File: config.mk
export PLATFORM = sky130hd
export DESIGN_NAME = hilo_ctrl_flat
export DESIGN_NICKNAME = d
export VERILOG_FILES = /design/src/rtl/hilo_pkg.sv /design/src/rtl/hilo_ctrl_if.sv /design/src/rtl/hilo_sign_fix.sv /design/src/rtl/hilo_ctrl.sv /design/src/flat_wrapper.sv
export SDC_FILE = /design/constraint.sdc
export NUM_CORES = 1
export LEC_CHECK = 0
export CORE_MARGIN = 2
export CORE_UTILIZATION = 50
export DETAILED_ROUTE_END_ITERATION = 6
export PLACE_DENSITY_LB_ADDON = 0.25
export SYNTH_ARGS = -nofsm -noshare
export SYNTH_HDL_FRONTEND = slang
export SYNTH_SLANG_ARGS = --single-unit
export TNS_END_PERCENT = 1
File: constraint.sdc
create_clock -name i_clk -period 5.97 [get_ports i_clk]
set_input_delay 0.8955 -clock i_clk [delete_from_list [all_inputs] [get_ports i_clk]]
set_output_delay 0.8955 -clock i_clk [all_outputs]
set_load 0.02 [all_outputs]
File: src/rtl/hilo_pkg.sv
// Shared constants for the HI/LO unit: op codes, FSM states and word width.
package hilo_pkg;

    localparam int unsigned WORD_W = 32;
    localparam int unsigned CNT_W  = 4;

    localparam logic [2:0] OP_NOP   = 3'd0;
    localparam logic [2:0] OP_MULT  = 3'd1;
    localparam logic [2:0] OP_MULTU = 3'd2;
    localparam logic [2:0] OP_MTHI  = 3'd3;
    localparam logic [2:0] OP_MTLO  = 3'd4;
    localparam logic [2:0] OP_MFHI  = 3'd5;
    localparam logic [2:0] OP_MFLO  = 3'd6;

    typedef enum logic {
        ST_IDLE = 1'b0,
        ST_BUSY = 1'b1
    } state_e;

endpackage

File: src/rtl/hilo_ctrl_if.sv
// Execute-stage and multiplier signals of the HI/LO unit, bundled with master/slave views.
interface hilo_ctrl_if;
    import hilo_pkg::*;

    logic                  op_valid;
    logic [2:0]            op_code;
    logic [WORD_W-1:0]     rs_data;
    logic [WORD_W-1:0]     rt_data;
    logic                  mul_start;
    logic [WORD_W-1:0]     mul_a;
    logic [WORD_W-1:0]     mul_b;
    logic [2*WORD_W-1:0]   prod_in;
    logic                  stall;
    logic [WORD_W-1:0]     rd_data;
    logic                  rd_valid;
    logic [WORD_W-1:0]     hi;
    logic [WORD_W-1:0]     lo;

    modport master (
        output op_valid, op_code, rs_data, rt_data, prod_in,
        input  mul_start, mul_a, mul_b, stall, rd_data, rd_valid, hi, lo
    );

    modport slave (
        input  op_valid, op_code, rs_data, rt_data, prod_in,
        output mul_start, mul_a, mul_b, stall, rd_data, rd_valid, hi, lo
    );

endinterface

File: src/rtl/hilo_sign_fix.sv
// Per-lane conditional two's-complement negate. With neg = sign bit it yields the
// magnitude (operand side); with neg = result sign it fixes up the product.
module hilo_sign_fix #(
    parameter int unsigned Width = 32,
    parameter int unsigned Lanes = 1
) (
    input  logic [Lanes*Width-1:0] i_val,
    input  logic [Lanes-1:0]       i_neg,
    output logic [Lanes*Width-1:0] o_val
);

    function automatic logic [Width-1:0] cond_neg(input logic [Width-1:0] v, input logic n);
        return n ? -v : v;
    endfunction

    for (genvar g = 0; g < Lanes; g++) begin : g_lane
        assign o_val[g*Width +: Width] = cond_neg(i_val[g*Width +: Width], i_neg[g]);
    end

endmodule

File: src/rtl/hilo_ctrl.sv
// HI/LO register unit behind the unsigned multiplier; stalls while a multiply is in flight.
// Define HILO_BYPASS_EN to let MFHI/MFLO read the fixed-up product in the final busy cycle.
module hilo_ctrl
    import hilo_pkg::*;
#(
    parameter int unsigned MUL_LAT = 1
) (
    input logic        i_clk,
    input logic        i_reset,
    hilo_ctrl_if.slave if_hilo
);

    localparam logic [CNT_W-1:0] LAT = CNT_W'(MUL_LAT);

    state_e              r_state, w_state_next;
    logic [CNT_W-1:0]    r_cnt;
    logic [WORD_W-1:0]   r_mul_a, r_mul_b, r_hi, r_lo;
    logic                r_neg;

    logic                w_op_mul, w_signed, w_accept, w_last, w_is_mf, w_op_real;
    logic [2*WORD_W-1:0] w_mag, w_prod_fix;

    assign w_op_mul  = (if_hilo.op_code == OP_MULT) || (if_hilo.op_code == OP_MULTU);
    assign w_signed  = if_hilo.op_valid && (if_hilo.op_code == OP_MULT);
    assign w_accept  = if_hilo.op_valid && w_op_mul && (r_state == ST_IDLE);
    assign w_last    = (r_state == ST_BUSY) && (r_cnt == CNT_W'(1));
    assign w_is_mf   = (if_hilo.op_code == OP_MFHI) || (if_hilo.op_code == OP_MFLO);
    // Code 7 is reserved and behaves as NOP.
    assign w_op_real = (if_hilo.op_code != OP_NOP) && (if_hilo.op_code != 3'd7);

    hilo_sign_fix #(.Width(WORD_W), .Lanes(2)) u_operand_fix (
        .i_val ({if_hilo.rt_data, if_hilo.rs_data}),
        .i_neg ({w_signed & if_hilo.rt_data[WORD_W-1], w_signed & if_hilo.rs_data[WORD_W-1]}),
        .o_val (w_mag)
    );

    hilo_sign_fix #(.Width(2*WORD_W), .Lanes(1)) u_product_fix (
        .i_val (if_hilo.prod_in),
        .i_neg (r_neg),
        .o_val (w_prod_fix)
    );

    always_ff @(posedge i_clk) begin
        if (i_reset) r_state <= ST_IDLE;
        else         r_state <= w_state_next;
    end

    always_comb begin
        w_state_next = r_state;
        unique case (r_state)
            ST_IDLE: if (w_accept) w_state_next = ST_BUSY;
            ST_BUSY: if (w_last)   w_state_next = ST_IDLE;
            default: w_state_next = ST_IDLE;
        endcase
    end

    always_comb begin
        if_hilo.mul_start = (r_state == ST_BUSY) && (r_cnt == LAT);
        if_hilo.stall     = 1'b0;
        if_hilo.rd_valid  = 1'b0;
        if_hilo.rd_data   = '0;
        unique case (r_state)
            ST_IDLE: begin
                if (if_hilo.op_valid && w_is_mf) begin
                    if_hilo.rd_valid = 1'b1;
                    if_hilo.rd_data  = (if_hilo.op_code == OP_MFHI) ? r_hi : r_lo;
                end
            end
            ST_BUSY: begin
                if_hilo.stall = if_hilo.op_valid && w_op_real;
`ifdef HILO_BYPASS_EN
                if (w_last && if_hilo.op_valid && w_is_mf) begin
                    if_hilo.stall    = 1'b0;
                    if_hilo.rd_valid = 1'b1;
                    if_hilo.rd_data  = (if_hilo.op_code == OP_MFHI) ?
                                       w_prod_fix[2*WORD_W-1:WORD_W] : w_prod_fix[WORD_W-1:0];
                end
`endif
            end
            default: ;
        endcase
    end

    always_ff @(posedge i_clk) begin
        if (i_reset) begin
            r_cnt   <= '0;
            r_mul_a <= '0;
            r_mul_b <= '0;
            r_neg   <= 1'b0;
            r_hi    <= '0;
            r_lo    <= '0;
        end else begin
            if (w_accept) begin
                r_cnt   <= LAT;
                r_mul_a <= w_mag[WORD_W-1:0];
                r_mul_b <= w_mag[2*WORD_W-1:WORD_W];
                r_neg   <= w_signed & (if_hilo.rs_data[WORD_W-1] ^ if_hilo.rt_data[WORD_W-1]);
            end else if (r_state == ST_BUSY) begin
                r_cnt <= r_cnt - 1'b1;
            end
            if (w_last) begin
                {r_hi, r_lo} <= w_prod_fix;
            end else if ((r_state == ST_IDLE) && if_hilo.op_valid) begin
                if (if_hilo.op_code == OP_MTHI) r_hi <= if_hilo.rs_data;
                if (if_hilo.op_code == OP_MTLO) r_lo <= if_hilo.rs_data;
            end
        end
    end

    assign if_hilo.mul_a = r_mul_a;
    assign if_hilo.mul_b = r_mul_b;
    assign if_hilo.hi    = r_hi;
    assign if_hilo.lo    = r_lo;

endmodule

File: src/flat_wrapper.sv
// flat-port wrapper written by rule: the top's interface ports become plain ports
module hilo_ctrl_flat import hilo_pkg::*;
#(
    parameter int unsigned MUL_LAT = 1
)
  (i_clk, i_reset, if_hilo_op_valid, if_hilo_op_code, if_hilo_rs_data, if_hilo_rt_data, if_hilo_prod_in, if_hilo_mul_start, if_hilo_mul_a, if_hilo_mul_b, if_hilo_stall, if_hilo_rd_data, if_hilo_rd_valid, if_hilo_hi, if_hilo_lo);
  hilo_ctrl_if if_hilo_i ();
  input logic i_clk;
  input logic i_reset;
  input wire logic [$bits(if_hilo_i.op_valid)-1:0] if_hilo_op_valid;
  input wire logic [$bits(if_hilo_i.op_code)-1:0] if_hilo_op_code;
  input wire logic [$bits(if_hilo_i.rs_data)-1:0] if_hilo_rs_data;
  input wire logic [$bits(if_hilo_i.rt_data)-1:0] if_hilo_rt_data;
  input wire logic [$bits(if_hilo_i.prod_in)-1:0] if_hilo_prod_in;
  output wire logic [$bits(if_hilo_i.mul_start)-1:0] if_hilo_mul_start;
  output wire logic [$bits(if_hilo_i.mul_a)-1:0] if_hilo_mul_a;
  output wire logic [$bits(if_hilo_i.mul_b)-1:0] if_hilo_mul_b;
  output wire logic [$bits(if_hilo_i.stall)-1:0] if_hilo_stall;
  output wire logic [$bits(if_hilo_i.rd_data)-1:0] if_hilo_rd_data;
  output wire logic [$bits(if_hilo_i.rd_valid)-1:0] if_hilo_rd_valid;
  output wire logic [$bits(if_hilo_i.hi)-1:0] if_hilo_hi;
  output wire logic [$bits(if_hilo_i.lo)-1:0] if_hilo_lo;
  assign if_hilo_i.op_valid = if_hilo_op_valid;
  assign if_hilo_i.op_code = if_hilo_op_code;
  assign if_hilo_i.rs_data = if_hilo_rs_data;
  assign if_hilo_i.rt_data = if_hilo_rt_data;
  assign if_hilo_i.prod_in = if_hilo_prod_in;
  assign if_hilo_mul_start = if_hilo_i.mul_start;
  assign if_hilo_mul_a = if_hilo_i.mul_a;
  assign if_hilo_mul_b = if_hilo_i.mul_b;
  assign if_hilo_stall = if_hilo_i.stall;
  assign if_hilo_rd_data = if_hilo_i.rd_data;
  assign if_hilo_rd_valid = if_hilo_i.rd_valid;
  assign if_hilo_hi = if_hilo_i.hi;
  assign if_hilo_lo = if_hilo_i.lo;
  hilo_ctrl #(.MUL_LAT(MUL_LAT)) u_core (.i_clk(i_clk), .i_reset(i_reset), .if_hilo(if_hilo_i));
endmodule
==> run metrics, run 1 <==
Critical Path Sink Type output port; Worst slew margin 25.5%; core box area 0.0165 mm2; Final Setup Violations 0; via density per instance 6.03; Congestion Overflow GR 0; CP startpoint if_hilo_op_code[2]; outcome finished with violations; Final nets 1432; clk_lat worst skew 420 ps; largest family of logic cells by synthesized area compound AO/OA/AOI/OAI gates; Layout Cell Area excl Fill 0.0120 mm2; failing checks DRC; Max rail drop VDD 0.202 mV; peak fanout along the critical path 19; Remaining DRCs 1; Worst Reg-to-Reg Cells 6; Worst-path clk slew 60 ps; Detailed Route WL 29.7 mm; Wirelength per Cell 19.5 um; vias in the first global route 8133; Final Hold Fails 0; clk_skew 8.82 ps; slew at the pin closest to its max-slew limit 1120 ps; CP required 5070 ps; P_leak 3.64 nW; width of the die 134 um; Sink Count 134; crit share post-route 74.3%; synth top area cells dfxtp_1 32%, a211oi_1 9.8%, xor2_1 6.7%, mux2i_1 5.8%, xnor2_1 5.4%; DR iter-0 viols 961; Max Fclk 226 MHz; gpl congestion 0.940; crit path time final 4430 ps; Crit path arrival time 3540 ps; Routed Antenna Nets 0; largest net degree at the start of global routing 117; antenna fix cells 0; Post-synth EDFFs 0; CTS tree yes; number of antenna violations at the first check in global routing 0; PD cells 210 mW/mm2; area of the mapped netlist 0.00839 mm2; Synth Area in Simple Gates 19.9%; Area growth syn-to-layout 42.6%; CTS buffer count 17; adder-cell share of the synthesized area 0.746%; largest area contributor in the netlist dfxtp_1; average cell area after synthesis 7.98 um2; ys async rst share 0%; die height 134 um; clk root buf clkbuf_16; Post-synth top cells 134 x dfxtp_1, 111 x nand2_1, 110 x a211oi_1, 104 x nor2_1, 64 x xor2_1; maxcap violations 0; CTS Hold Bufs 0; top-count cell post-synth dfxtp_1; first-pass GRT wire length 45.1 mm; Post-CTS Resized 0; vias 9199; # port buffers 296; sequential area share after synthesis 32.0%; Setup TNS 0 ps; Max clock buf depth 2; Yosys top cell area share 32.0%; Initial DRT Pass Iterations 7; post-place instance area 0.0114 mm2; Synth Area in Compound Gates 24.7%; all-layer global routing usage 32.0%; RSZ-0062 raised after global routing false; H-Tree Level Count 4; Die ar. 0.0178 mm2; starting density of the core 50.9%; r2r startpoint u_core.r_state; Slew Limit Fails 0; postcts setup bufs 0; worst hold path class flip-flop to flip-flop; share of layout cells above drive strength 1 3.83%; Worst setup endpoint if_hilo_rd_data[20]; cell count after synthesis 1051; Yosys cell types 55; Setup Crit Path Kind input pin to output port; mux cell area share after synthesis 5.98%; Net Count, Synth 1190; Post-Synth XOR/XNOR Area 12.1%; io pins 297; Yosys warning total 0; row cnt 47; hpwl dp 21.8 mm; Top FF cell, synth dfxtp_1; R2R Path End u_core.if_hilo.hi[25]; startpoint types input pin; R2R Setup Slk 3250 ps; Synth Register Bits 134
-- layout by cell type (no fill, tap or decap), types with 17 or more instances in the layout --
master             n
clkdlybuf4s50_1  295
dfxtp_1          133
nand2_1          111
a211oi_1         110
nor2_1           104
xor2_1            64
xnor2_1           52
a21oi_1           51
mux2i_1           49
o21ai_0           36
o31ai_1           28
nor3_1            22
o41ai_1           22
nor4_1            20
o22ai_1           19
nor2b_1           17
clkbuf_16         17
-- power by group --
| group | leakage (nW) | total, mW | switching [mW] | internal (mW) |
|---|---|---|---|---|
| registers | 1.09 | 0.975 | 0.0335 | 0.942 |
| clock network | 0.272 | 1.02 | 0.391 | 0.631 |
| logic | 2.28 | 0.514 | 0.275 | 0.239 |
-- routing by layer --
layer,vias to the layer above,global-route usage (%),share of wire (%)
met4,0,11.6,2.7
li1,4350,-,-
met2,538,48.7,45
met1,4242,45.5,43
met5,-,0,0
met3,69,5.52,9.9
-- per-stage QoR --
step / setup slack [ps] / cells / utilization (%) / power (mW) / hold WS [ps]
after CTS: 1580 / 1525 / 72.6 / 2.52 / 456
after floorplan: 2880 / 1051 / - / 1.22 / 469
after global routing: 1410 / 1525 / 72.6 / 2.60 / 483
after detailed placement: 1580 / 1494 / 69.2 / 1.50 / 443
after global placement: 1600 / 1494 / 69.2 / 1.49 / 433
final: 1540 / 1525 / 72.6 / 2.51 / 454
-- flip-flops by register name, indices dropped and copies added (netlist names) --
signal                flops
u_core.r_cnt              4
u_core.r_neg              1
u_core.r_state            1
u_core.if_hilo.lo        32
u_core.if_hilo.hi        32
u_core.if_hilo.mul_b     32
u_core.if_hilo.mul_a     32
-- final cells by class --
type,count,area (um2)
clock buffer,22,464
inverter,14,52.6
sequential,134,2680
clock inverter,9,103
multi-input combinational,820,5350
tap,220,275
timing repair buffer,306,3040
fill,1287,4510
-- critical path, cell delays in order --
cell,delay (ps)
clkdlybuf4s50_1,690
and3b_1,610
buf_4,360
nand2_1,90
a21oi_1,230
clkdlybuf4s50_1,660
-- cells by family after synthesis --
family                   after synthesis
AND/OR/NAND/NOR                      351
AO/OA/AOI/OAI                        298
flip-flops                           134
XOR/XNOR                             116
buffers and inverters                 97
multiplexers                          50
adder cells (fa/ha/maj)                5
-- how the worst min path moves through the flow --
| stage | startpoint | endpoint | slack (ps) | depth (start not counted) |
|---|---|---|---|---|
| 2_1_floorplan | u_core.r_cnt[1] | u_core.r_cnt[1] | 470 | 2 |
| 3_3_place_gp | u_core.if_hilo.mul_a[29] | u_core.if_hilo.mul_a[29] | 430 | 2 |
| 3_5_place_dp | u_core.if_hilo.mul_a[29] | u_core.if_hilo.mul_a[29] | 440 | 2 |
| 4_1_cts | u_core.if_hilo.mul_a[29] | u_core.if_hilo.mul_a[29] | 460 | 2 |
| 5_1_grt | u_core.if_hilo.mul_a[0] | u_core.if_hilo.mul_a[0] | 480 | 2 |
| 6_report | u_core.if_hilo.mul_a[29] | u_core.if_hilo.mul_a[29] | 450 | 2 |
Note: power is estimated with default switching activity, not from simulation.
==> inputs of run 2 (changes only) <==
--- a/config.mk
+++ b/config.mk
@@ -6,7 +6,7 @@
 export NUM_CORES = 1
 export LEC_CHECK = 0
 export CORE_MARGIN = 2
-export CORE_UTILIZATION = 50
+export CORE_UTILIZATION = 42
 export DETAILED_ROUTE_END_ITERATION = 6
 export PLACE_DENSITY_LB_ADDON = 0.25
 export SYNTH_ARGS = -nofsm -noshare
==> constraint.sdc (replaced) <==
create_clock -name i_clk -period 3.6 [get_ports i_clk]
set_input_delay 0.54 -clock i_clk [delete_from_list [all_inputs] [get_ports i_clk]]
set_output_delay 0.54 -clock i_clk [all_outputs]
set_load 0.02 [all_outputs]
==> run 2 against run 1 <==
  * The flow now finishes without violations
  * Global-route usage is 3.7 points lower
  * Non-clock buffer count rose by 19
  * Sequential power increased by 66%
  * Core utilization is 9.9 points lower
  * Flip-flop and latch count unchanged
  * Clock power increased by 80%
  * Clock skew grew 1.4 ps
  * Critical path type unchanged
  * Critical endpoint unchanged
  * Highest routed layer unchanged
==> run metrics, run 2 (synthesized netlist as in run 1, its figures left out) <==
Detailed Route WL 31.1 mm; maxcap violations 0; Fillers 1786; Critical Path Sink Type output port; Post-CTS Resized 0; crit path time final 3290 ps; Congestion Overflow GR 0; worst hold path class flip-flop to flip-flop; vias in the first global route 8529; Routed Antenna Nets 0; Final Setup Violations 0; clk_skew 10.2 ps; crit share post-route 91.5%; Area growth syn-to-layout 46.0%; peak fanout along the critical path 26; Layout Cell Area excl Fill 0.0123 mm2; Die ar. 0.0211 mm2; startpoint types input pin; all-layer global routing usage 28.3%; most common cell after layout, fill and taps aside clkdlybuf4s50_1; vias 9088; post-place instance area 0.0116 mm2; Sink Count 134; width of the die 145 um; tightest hold margin 452 ps; antenna fix cells 0; first-pass GRT wire length 47.7 mm; Crit path arrival time 2750 ps; Remaining DRCs 0; Register Area 0.00268 mm2; Max rail drop VDD 0.288 mV; number of antenna violations at the first check in global routing 0; pre-CTS setup slack 239 ps; CTS Hold Bufs 0; Final Hold Fails 0; io pins 297; # port buffers 296; Wirelength per Cell 19.5 um; largest net degree at the start of global routing 62; CTS buffer count 17; multi-input logic area 0.00535 mm2; CTS tree yes; Worst-path clk slew 60 ps; Setup Crit Path Kind input pin to output port; Final nets 1451; postcts setup bufs 0; share of layout cells above drive strength 1 5.28%; gpl congestion 0.903; P_leak 3.78 nW; hpwl dp 23.4 mm; RSZ-0062 raised after global routing false; Initial DRT Pass Iterations 6; H-Tree Level Count 4; Max Fclk 304 MHz; clk_lat worst skew 420 ps; dpl cells 1558; Slew Limit Fails 0; Setup TNS 0 ps; CP required 3060 ps; post-route setup slack 306 ps; via density per instance 5.72; starting density of the core 43.0%; row cnt 51; outcome completed; final core occ 62.7%; core box area 0.0195 mm2; Tot Pwr 4.33 mW; commonest non-fill, non-tap cells in the layout 295 x clkdlybuf4s50_1, 133 x dfxtp_1, 111 x nand2_1, 110 x a211oi_1, 104 x nor2_1; Max clock buf depth 2; slew at the pin closest to its max-slew limit 741 ps; DR iter-0 viols 695; die height 145 um; post-route insts no fill 1590; PD cells 353 mW/mm2; Worst slew margin 50.6%; clk root buf clkbuf_16
run 2: layout make-up:
cell class / count / share of cell area [%]
clock buffer: 25 / 4.13
multi-input combinational: 820 / 43.6
tap: 265 / 2.71
inverter: 14 / 0.429
clock inverter: 7 / 0.950
sequential: 134 / 21.9
timing repair buffer: 325 / 26.2
run 2: per-layer routing:
| layer | global-route usage (%) | share of wire, % | wire length, um | up-vias |
|---|---|---|---|---|
| met5 | 0 | 0 | 0 | - |
| met4 | 9.17 | 2.3 | 726 | 0 |
| met3 | 5.24 | 7.6 | 2360 | 48 |
| met2 | 45.5 | 46 | 14300 | 404 |
| met1 | 38.7 | 44 | 13700 | 4252 |
| li1 | - | - | - | 4384 |
run 2: critical path, stage by stage:
cell and delay [ps]:
clkdlybuf4s50_1 610, xnor2_1 160, nor2_1 120, nand2_1 210
buf_12 260, a21oi_1 160, clkdlybuf4s50_1 670
run 2: where the power goes:
group | leakage, nW | internal, mW | switching (mW)
Combinational | 2.38 | 0.407 | 0.463
Sequential | 1.09 | 1.56 | 0.0568
Clock | 0.303 | 1.18 | 0.657
run 2: final timing paths:
check / start / to / slack (ps) / cells past startpoint
setup / recovery: if_hilo_op_code[1] / if_hilo_rd_data[20] / 310 / 7
hold / removal: u_core.if_hilo.mul_b[28] / u_core.if_hilo.mul_b[28] / 450 / 2
setup reg to reg: u_core.r_state / u_core.if_hilo.hi[13] / 1250 / 6
hold reg to reg: u_core.if_hilo.mul_b[28] / u_core.if_hilo.mul_b[28] / 450 / 2
